`src/rtl/cpu_bus_arb.sv`:
```
// cpu_bus_arb: multi-master CPU bus arbiter with a three-state sequencer
// (IDLE -> ACCESS -> DONE), fixed-priority or round-robin selection, bus lock,
// and a one-hot 8-region select decoded from the top three address bits.
// Optional lock watchdog: define CPU_BUS_ARB_TIMEOUT_EN to enable it.
module cpu_bus_arb #(
   parameter int NUM_MASTERS = 2,
   parameter int ADDR_W      = 16,
   parameter int DATA_W      = 8,
   parameter int RR_MODE     = 0,
   parameter int TIMEOUT_CYC = 255
) (
   input  logic                          clk_in,
   input  logic                          nres_in,
   input  logic [NUM_MASTERS-1:0]        req_in,
   input  logic [NUM_MASTERS-1:0]        lock_in,
   input  logic [NUM_MASTERS*ADDR_W-1:0] a_in,
   input  logic [NUM_MASTERS-1:0]        r_nw_in,
   input  logic [NUM_MASTERS*DATA_W-1:0] d_in,
   output logic [NUM_MASTERS-1:0]        gnt_out,
   output logic [NUM_MASTERS-1:0]        rdy_out,
   output logic [DATA_W-1:0]             d_out,
   output logic [ADDR_W-1:0]             bus_a_out,
   output logic                          bus_r_nw_out,
   output logic [DATA_W-1:0]             bus_d_out,
   output logic                          bus_en_out,
   output logic [7:0]                    sel_out,
   input  logic [8*DATA_W-1:0]           slv_d_in,
   output logic                          timeout_out
);

   // Index width; kept at least 1 so an illegal NUM_MASTERS still reaches the error below
   localparam int PW = (NUM_MASTERS > 2) ? 2 : 1;

   if (NUM_MASTERS < 2 || NUM_MASTERS > 4) begin : g_bad_masters
      $error("cpu_bus_arb: NUM_MASTERS must be in the range 2..4");
   end
   if (ADDR_W < 3 || TIMEOUT_CYC < 1) begin : g_bad_cfg
      $error("cpu_bus_arb: ADDR_W must be >= 3 and TIMEOUT_CYC >= 1");
   end

   typedef enum logic [1:0] {
      IDLE   = 2'd0,
      ACCESS = 2'd1,
      DONE   = 2'd2
   } state_t;

   state_t            state_r;
   logic [PW-1:0]     win_r;
   logic [PW-1:0]     ptr_r;
   logic [PW-1:0]     base_s;
   logic [PW-1:0]     pick_s;
   logic [PW-1:0]     load_idx_s;
   logic [PW-1:0]     ptr_next_s;
   logic [ADDR_W-1:0] load_a_s;
   logic              any_s;
   logic              relock_s;
   logic              forced_s;

   function automatic logic [NUM_MASTERS-1:0] grant_vec(input logic [PW-1:0] idx);
      logic [NUM_MASTERS-1:0] v;
      v      = '0;
      v[idx] = 1'b1;
      return v;
   endfunction

   function automatic logic [7:0] region_sel(input logic [2:0] region);
      return 8'd1 << region;
   endfunction

   // Fixed priority always searches from master 0; round-robin from the pointer
   assign base_s     = (RR_MODE != 0) ? ptr_r : '0;
   assign any_s      = |req_in;
   // A relocked access re-reads the current winner's request lines
   assign load_idx_s = (state_r == DONE) ? win_r : pick_s;
   assign load_a_s   = a_in[int'(load_idx_s)*ADDR_W +: ADDR_W];
   assign relock_s   = lock_in[win_r] & req_in[win_r] & ~forced_s;
   assign ptr_next_s = (int'(win_r) == NUM_MASTERS-1) ? '0 : win_r + PW'(1);

   // Winner search: walk backwards so the first requester at/after the base is written last
   always_comb begin
      logic [PW-1:0] idx;
      pick_s = '0;
      idx    = '0;
      for (int i = NUM_MASTERS-1; i >= 0; i--) begin
         idx = PW'((int'(base_s) + i) % NUM_MASTERS);
         if (req_in[idx]) begin
            pick_s = idx;
         end else begin
            pick_s = pick_s;
         end
      end
   end

   // Sequencer: arbitrate in IDLE, drive the slave bus in ACCESS, complete in DONE
   always_ff @(posedge clk_in or negedge nres_in) begin
      if (!nres_in) begin
         state_r      <= IDLE;
         win_r        <= '0;
         ptr_r        <= '0;
         gnt_out      <= '0;
         rdy_out      <= '0;
         d_out        <= '0;
         bus_a_out    <= '0;
         bus_r_nw_out <= 1'b1;
         bus_d_out    <= '0;
         bus_en_out   <= 1'b0;
         sel_out      <= 8'h00;
      end else begin
         case (state_r)
            IDLE: begin
               rdy_out <= '0;
               if (any_s) begin
                  state_r      <= ACCESS;
                  win_r        <= pick_s;
                  gnt_out      <= grant_vec(pick_s);
                  bus_a_out    <= load_a_s;
                  bus_r_nw_out <= r_nw_in[load_idx_s];
                  bus_d_out    <= d_in[int'(load_idx_s)*DATA_W +: DATA_W];
                  bus_en_out   <= 1'b1;
                  sel_out      <= region_sel(load_a_s[ADDR_W-1 -: 3]);
               end else begin
                  gnt_out    <= '0;
                  bus_en_out <= 1'b0;
                  sel_out    <= 8'h00;
               end
            end
            ACCESS: begin
               state_r    <= DONE;
               bus_en_out <= 1'b0;
               sel_out    <= 8'h00;
               rdy_out    <= grant_vec(win_r);
               // Only the region addressed during ACCESS feeds the read data
               if (bus_r_nw_out) begin
                  d_out <= slv_d_in[int'(bus_a_out[ADDR_W-1 -: 3])*DATA_W +: DATA_W];
               end else begin
                  d_out <= d_out;
               end
            end
            DONE: begin
               rdy_out <= '0;
               if (relock_s) begin
                  state_r      <= ACCESS;
                  bus_a_out    <= load_a_s;
                  bus_r_nw_out <= r_nw_in[load_idx_s];
                  bus_d_out    <= d_in[int'(load_idx_s)*DATA_W +: DATA_W];
                  bus_en_out   <= 1'b1;
                  sel_out      <= region_sel(load_a_s[ADDR_W-1 -: 3]);
               end else begin
                  state_r <= IDLE;
                  gnt_out <= '0;
                  if (RR_MODE != 0) begin
                     ptr_r <= ptr_next_s;
                  end else begin
                     ptr_r <= ptr_r;
                  end
               end
            end
            default: begin
               state_r    <= IDLE;
               gnt_out    <= '0;
               rdy_out    <= '0;
               bus_en_out <= 1'b0;
               sel_out    <= 8'h00;
            end
         endcase
      end
   end

`ifdef CPU_BUS_ARB_TIMEOUT_EN
   localparam int WW = $clog2(TIMEOUT_CYC + 2);

   logic [WW-1:0] wd_r;
   logic          to_r;

   // Watchdog: count cycles one grant is held; flag the limit as DONE is entered
   always_ff @(posedge clk_in or negedge nres_in) begin
      if (!nres_in) begin
         wd_r <= '0;
         to_r <= 1'b0;
      end else begin
         case (state_r)
            IDLE: begin
               wd_r <= any_s ? WW'(1) : '0;
               to_r <= 1'b0;
            end
            ACCESS: begin
               wd_r <= wd_r + WW'(1);
               to_r <= ((int'(wd_r) + 1) >= TIMEOUT_CYC);
            end
            DONE: begin
               if (relock_s) begin
                  wd_r <= wd_r + WW'(1);
               end else begin
                  wd_r <= '0;
               end
               to_r <= 1'b0;
            end
            default: begin
               wd_r <= '0;
               to_r <= 1'b0;
            end
         endcase
      end
   end

   assign forced_s    = to_r;
   assign timeout_out = to_r;
`else
   assign forced_s    = 1'b0;
   assign timeout_out = 1'b0;
`endif

endmodule

```
`config.mk`:
```
export PLATFORM = sky130hd
export DESIGN_NAME = cpu_bus_arb
export DESIGN_NICKNAME = d
export VERILOG_FILES = /design/src/rtl/cpu_bus_arb.sv
export SDC_FILE = /design/constraint.sdc
export NUM_CORES = 1
export LEC_CHECK = 0
export BUFFER_PORTS_ARGS = -buffer_cell sky130_fd_sc_hd__buf_4
export CORE_ASPECT_RATIO = 0.5
export CORE_MARGIN = 2
export CORE_UTILIZATION = 25
export CTS_CLUSTER_SIZE = 16
export DETAILED_ROUTE_END_ITERATION = 10
export PLACE_DENSITY = 0.48
export SYNTH_ARGS = -nofsm -noshare
export SYNTH_HDL_FRONTEND = slang
export SYNTH_SLANG_ARGS = --single-unit
```
`constraint.sdc`:
```
create_clock -name clk_in -period 3.3 [get_ports clk_in]
set_clock_uncertainty 0.1 [all_clocks]
set_input_delay 0.33 -clock clk_in [delete_from_list [all_inputs] [get_ports clk_in]]
set_output_delay 0.33 -clock clk_in [all_outputs]
set_load 0.02 [all_outputs]
```
# --- Yosys cells after proc, flatten, opt, wreduce, memory -nomap -nowiden ---
# Index checks and enable logic that the tools add are counted.
word_totals:
  out_inout_bits: 47
  word_cells: 70
  register_bits: 49
op_classes:
  n_reduce_logical: 9
  bitwise_logic: 2
  n_eq_ne: 5
  n_shift: 4
  mux: 35
  order_cmp: 5
op_table:
  columns: ["operator", "count"]
  rows:
  - ["$shiftx 64x7->8", 1]
  - ["$mux 16", 2]
  - ["$mux 8", 4]
  - ["$pmux 16 s2", 1]
  - ["$pmux 8 s2", 2]
  - ["$shiftx 32x6->16", 1]
  - ["$mux 1", 16]
  - ["$shiftx 16x5->8", 1]
  - ["$pmux 2 s3", 2]
  - ["$mux 2", 4]
  - ["$shl 1x3->8 const A", 1]
  - ["$lt 1x2->1 const B", 3]
  - ["$ne 2x2->1 const B", 3]
  - ["$reduce_and 2->1", 3]
  - ["$pmux 1 s2", 2]
  - ["$reduce_and 3->1", 1]
  - ["$demux 1 s1", 2]
  - ["$eq 2x1->1 const B", 1]
  - ["$eq 2x2->1 const B", 1]
  - ["$ge 1x1->1 const B", 2]
  - ["$logic_and 1x1->1", 2]
  - ["$logic_not 2->1", 1]
  - ["$reduce_bool 2->1", 1]
  - ["$reduce_or 2->1", 1]
  - ["2 further kinds", 2]

# --- Depth between registers and ports, before layout ---
depth:
  ltp_word: 8
  depth_mapped: 7

# --- Least setup slack after synthesis ---
# Ideal clock, no wire load.
synth_timing:
  kind: "register -> register"
  from: "register bus_a_out[13]"
  to: "register d_out[3]"
  synth_period_minus_slack_ps: 1898
  setup_ps: 136
  stages_incl_launch_ff: 6
  arrival_time_ps: 1661
  required_time_ps: 3064
  path_buffers: 2
  path_slack_ps: 1402
  cell_sequence: "dfrtp_1 buf_4 buf_2 mux4_2 mux2i_1 o21ai_0"
synth_via:
  elab_chain_cells: 1
synth_lines:
  columns: ["element", "line", "text"]
  rows:
  - ["start: declaration", "22", "output logic [ADDR_W-1:0] bus_a_out,"]
  - ["start signal: assignment", "116", "bus_a_out <= load_a_s;"]
  - ["start signal: assignment", "143", "bus_a_out <= load_a_s;"]
  - ["$shiftx 64x7->8", "134", "d_out <= slv_d_in[int'(bus_a_out[ADDR_W-1 -: 3])*DATA_W +: DATA_W];"]
  - ["end signal: assignment", "134", null]
  - ["end signal: assignment", "136", "d_out <= d_out;"]
  - ["end: declaration", "21", "output logic [DATA_W-1:0] d_out,"]
# Every way passes these cells.
# A chain may end at the register's enable or synchronous reset.

# --- Worst setup path in the final report ---
layout_timing:
  from: "register state_r[0]"
  to: "register sel_out[3]"
layout_via:
  elab_chain_cells: 6
  word_cells_on_any_way: 9
  classes_between: "eq/ne: 2; shift: 2; mux: 4; reduce/logical: 1"
layout_lines:
  columns: ["element", "line", "text"]
  rows:
  - ["start: declaration", "47", "state_t state_r;"]
  - ["start signal: assignment", "97", "state_r <= IDLE;"]
  - ["start signal: assignment", "113", "state_r <= ACCESS;"]
  - ["start signal: assignment", "128", "state_r <= DONE;"]
  - ["$eq 2x2->1", null, null]
  - ["$mux 1", "74", "assign load_idx_s = (state_r == DONE) ? win_r : pick_s;"]
  - ["$shiftx 32x6->16", "75", "assign load_a_s = a_in[int'(load_idx_s)*ADDR_W +: ADDR_W];"]
  - ["$shl 1x3->8", "67", "return 8'd1 << region;"]
  - ["$mux 8 (on tied branches)", "141, 112", null]
  - ["$pmux 8 s2", "109", "case (state_r)"]
  - ["end signal: assignment", "120", "sel_out <= region_sel(load_a_s[ADDR_W-1 -: 3]);"]
  - ["end signal: assignment", "147", "sel_out <= region_sel(load_a_s[ADDR_W-1 -: 3]);"]
  - ["end: declaration", "26", "output logic [7:0] sel_out,"]
# Parallel ways exist; a longest one is shown, timed or not. The select of a mux whose other input is x is not followed.

==> metrics.md <==
| Metric | Value |
|---|---|
| Compound-Gate Fraction of Synth Area | `0.0962` |
| Routing usage on met3 | `0.0312` |
| DR WL/cell | `16.9 um` |
| Syn Nets | `360` |
| Netlist cell types | `32` |
| Worst hold path class | `input port to flip-flop` |
| Global-route wire length before repair | `14300 um` |
| Mapped Area | `2720 um2` |
| Post-Synth XOR/XNOR Area | `0` |
| Final hold violations | `0` |
| Starting DRT DRC Count | `between 90 and 100` |
| Met2 Use GR | `0.275` |
| Buffers on Ports | `165` |
| Post-cts repair resize count | `0` |
| Area after DPL | `4040 um2` |
| Drt drc | `0` |
| GPL Wtd Cong | `0.853` |
| Critical Path Source Type | `flip-flop` |
| Vias in the first global route | `2646` |
| Number of antenna violations at the first check in global routing | `0` |
| RSZ-0062 raised after global routing | `no` |
| End-of-flow core utilization | `0.404` |
| Post-Synth Adder-Cell Area | `0` |
| Vias | `~2500` |
| Post-synth EDFFs | `0` |
| Root Buffer | `clkbuf_16` |
| Worst Tran Pin Value | `between 0.8 and 0.9 ns` |
| Status | `finished clean` |
| PD cells | `841 nW/um2` |
| Most crowded layer after global routing | `met2` |
| Clock period minus worst slack | `~2.3 ns` |
| CP Class | `flip-flop to flip-flop` |
| Synthesized flop and latch total | `49` |
| Max-slew violation count | `0` |
| Final period util | `0.688` |
| Final Instance Area | `around 4200 um2` |
| Initial Util | `0.262` |
| Proportion of layout cells with a drive suffix above 1 | `0.497` |
| Fmax | `about 440 MHz` |
| Post-synthesis mux area share | `0.295` |
| Setup TNS Final | `0 ns` |
| Area Growth Syn to Fin | `54.3%` |
| CTS clk-pin slew, worst paths | `roughly 0.07 ns` |
| Mapped Cells | `240` |
| Largest net degree at the start of global routing | `53` |
| Worst path required time | `3.41 ns` |
| CTS tree | `done` |
| Post-synth ARST share | `1.00` |
| Post-DRT Antenna Nets | `0` |
| Die W | `151 um` |
| P_leak | `2.09 nW` |
| Syn avg cell area | `11.3 um2` |
| Placed Instances | `530` |
| Clock buffer depth | `2` |
| Overall routed net length | `9110 um` |
| CP arrival | `2.38 ns` |
| Die Area | `11800 um2` |
| Clk_lat worst skew | `0.29 ns` |
| Chip Height | `77.7 um` |
| Core Box Area | `10400 um2` |
| Met1 Usage GRT | `0.210` |
| DP Wirelength | `between 7000 and 8000 um` |
| Fin cells | `about 540` |
| Total GRT Usage | `0.161` |
| Drt pass-1 iters | `6` |
| CP Capture Type | `flip-flop` |
| Register area share after synthesis | `0.451` |
| FP Rows | `26` |
| Nets | `518` |
| Max Cap Viol | `0` |
| I/O pin total | `167` |
| Largest family of logic cells by synthesized area | `multiplexers` |
| Synth Flop Type | `dfrtp_1` |
| Post-DR vias/cell | `4.56` |
| N_diodes | `0` |
| Tot Pwr | `3.53 mW` |
| YS warnings | `0` |
| Max-slew headroom | `0.452` |
| Grt ovf | `0` |
| CTS Buf Count | `5` |
| # setup viols final | `0` |
| H-Tree Level Count | `2` |
| CTS Sinks | `49` |
| Crit Path Max Fanout | `28` |
| VDD IR max | `0.307 mV` |
| Simple-gate share of the synthesized area | `0.116` |
area by class of cell:
class / instances / area (um2)
Clock buffer: 5 / 125
Multi-Input combinational cell: 173 / 1380
Fill cell: 1016 / 6180
Tap cell: 140 / 175
Timing Repair Buffer: 168 / 1260
Inverter: 1 / 3.75
Clock inverter: 2 / 16.3
Sequential cell: 49 / 1230
worst max-delay path, stage by stage, from the launching register on:
cell	delay, ns
dfrtp_1	0.51
nor2b_4	0.22
mux2i_4	0.29
buf_4	0.48
mux2_4	0.36
o31ai_2	0.23
kinds of logic (layout without fill, tap and decap cells):
| kind of cell | Yosys count | count (layout) |
|---|---|---|
| other | 1 | 1 |
| buffers and inverters | 18 | 176 |
| AND/OR/NAND/NOR | 69 | 69 |
| AO/OA/AOI/OAI | 46 | 46 |
| flip-flops | 49 | 49 |
| multiplexers | 57 | 57 |
path summary, 6_finish.rpt:
| kind | from | endpoint | slack [ns] | cells after the start |
|---|---|---|---|---|
| setup / recovery | state_r[0] | sel_out[3] | 1.03 | 5 |
| hold / removal | req_in[0] | win_r | 0.15 | 2 |
| setup reg to reg | state_r[0] | sel_out[3] | 1.03 | 5 |
| hold reg to reg | d_out[7] | d_out[7] | 0.38 | 2 |
| max in group asynchronous | nres_in | rdy_out[1] | 2.16 | 2 |
| min in group asynchronous | nres_in | sel_out[4] | 0.49 | 2 |
registers in the layout, indices dropped and copies added (netlist names):
| signal | cells |
|---|---|
| sel_out | 8 |
| bus_r_nw_out | 1 |
| state_r | 2 |
| gnt_out | 2 |
| bus_a_out | 16 |
| d_out | 8 |
| rdy_out | 2 |
| bus_en_out | 1 |
| win_r | 1 |
| bus_d_out | 8 |
per-layer routing:
layer / routed length, um / share of wire / vias to the layer above
li1: - / - / 1179
met1: 3990 / 0.44 / 1216
met2: 4730 / 0.52 / 51
met3: 285 / 0.031 / 9
met4: 102 / 0.011 / 0
met5: 0 / 0 / -
synthesized netlist by cell type (4+ instances only):
cell type | count | share of area
dfrtp_1 | 48 | 0.44
mux2i_1 | 38 | 0.14
nor2_1 | 28 | 0.039
a21oi_1 | 27 | 0.050
nand2_1 | 19 | 0.026
mux4_2 | 16 | 0.13
o21ai_0 | 10 | 0.018
nor2b_1 | 7 | 0.016
buf_2 | 5 | 0.0092
nand3_1 | 4 | 0.0074
o31ai_1 | 4 | 0.011
what timing repair did:
| action | CTS | global route |
|---|---|---|
| endpoints found under the setup margin | 0 | 0 |
| buffers inserted | 0 | 0 |
| hold buffers | 1 | 0 |
| endpoints found under the hold margin | 39 | 0 |
report_power, final:
group	internal, mW	switching (mW)	total (mW)
Sequential	0.870	0.244	1.11
Combinational	0.890	1.02	1.91
Clock	0.278	0.229	0.508
Total	2.04	1.49	3.53
through the flow:
| step | hold slack, ns | worst slack, ns |
|---|---|---|
| after floorplan | -0.0656 | 1.40 |
| after global placement | 0.299 | 1.07 |
| after detailed placement | 0.304 | 1.02 |
| after CTS | 0.133 | 1.01 |
| after global routing | 0.152 | 0.881 |
| final | 0.146 | 1.03 |
layout by cell type (no fill, tap or decap), drive strengths merged:
| cell type | count |
|---|---|
| and2 | 1 |
| clkbuf | 5 |
| clkinv | 1 |
| inv | 1 |
| o21ai | 10 |
| a21oi | 27 |
| or3b | 1 |
| dfstp | 1 |
| o41ai | 3 |
| nand3 | 4 |
| dlygate4sd3 | 1 |
| nand3b | 1 |
| nand2 | 19 |
| nor2 | 28 |
| a21o | 1 |
| mux4 | 16 |
| nand2b | 2 |
| nor2b | 8 |
| buf | 167 |
| mux2 | 1 |
| clkinvlp | 1 |
| conb | 1 |
| nor3 | 3 |
| and3 | 1 |
| dfrtp | 48 |
| mux2i | 40 |
| o31ai | 5 |
| or2 | 1 |
No activity file was read; power rests on OpenSTA's default activity.
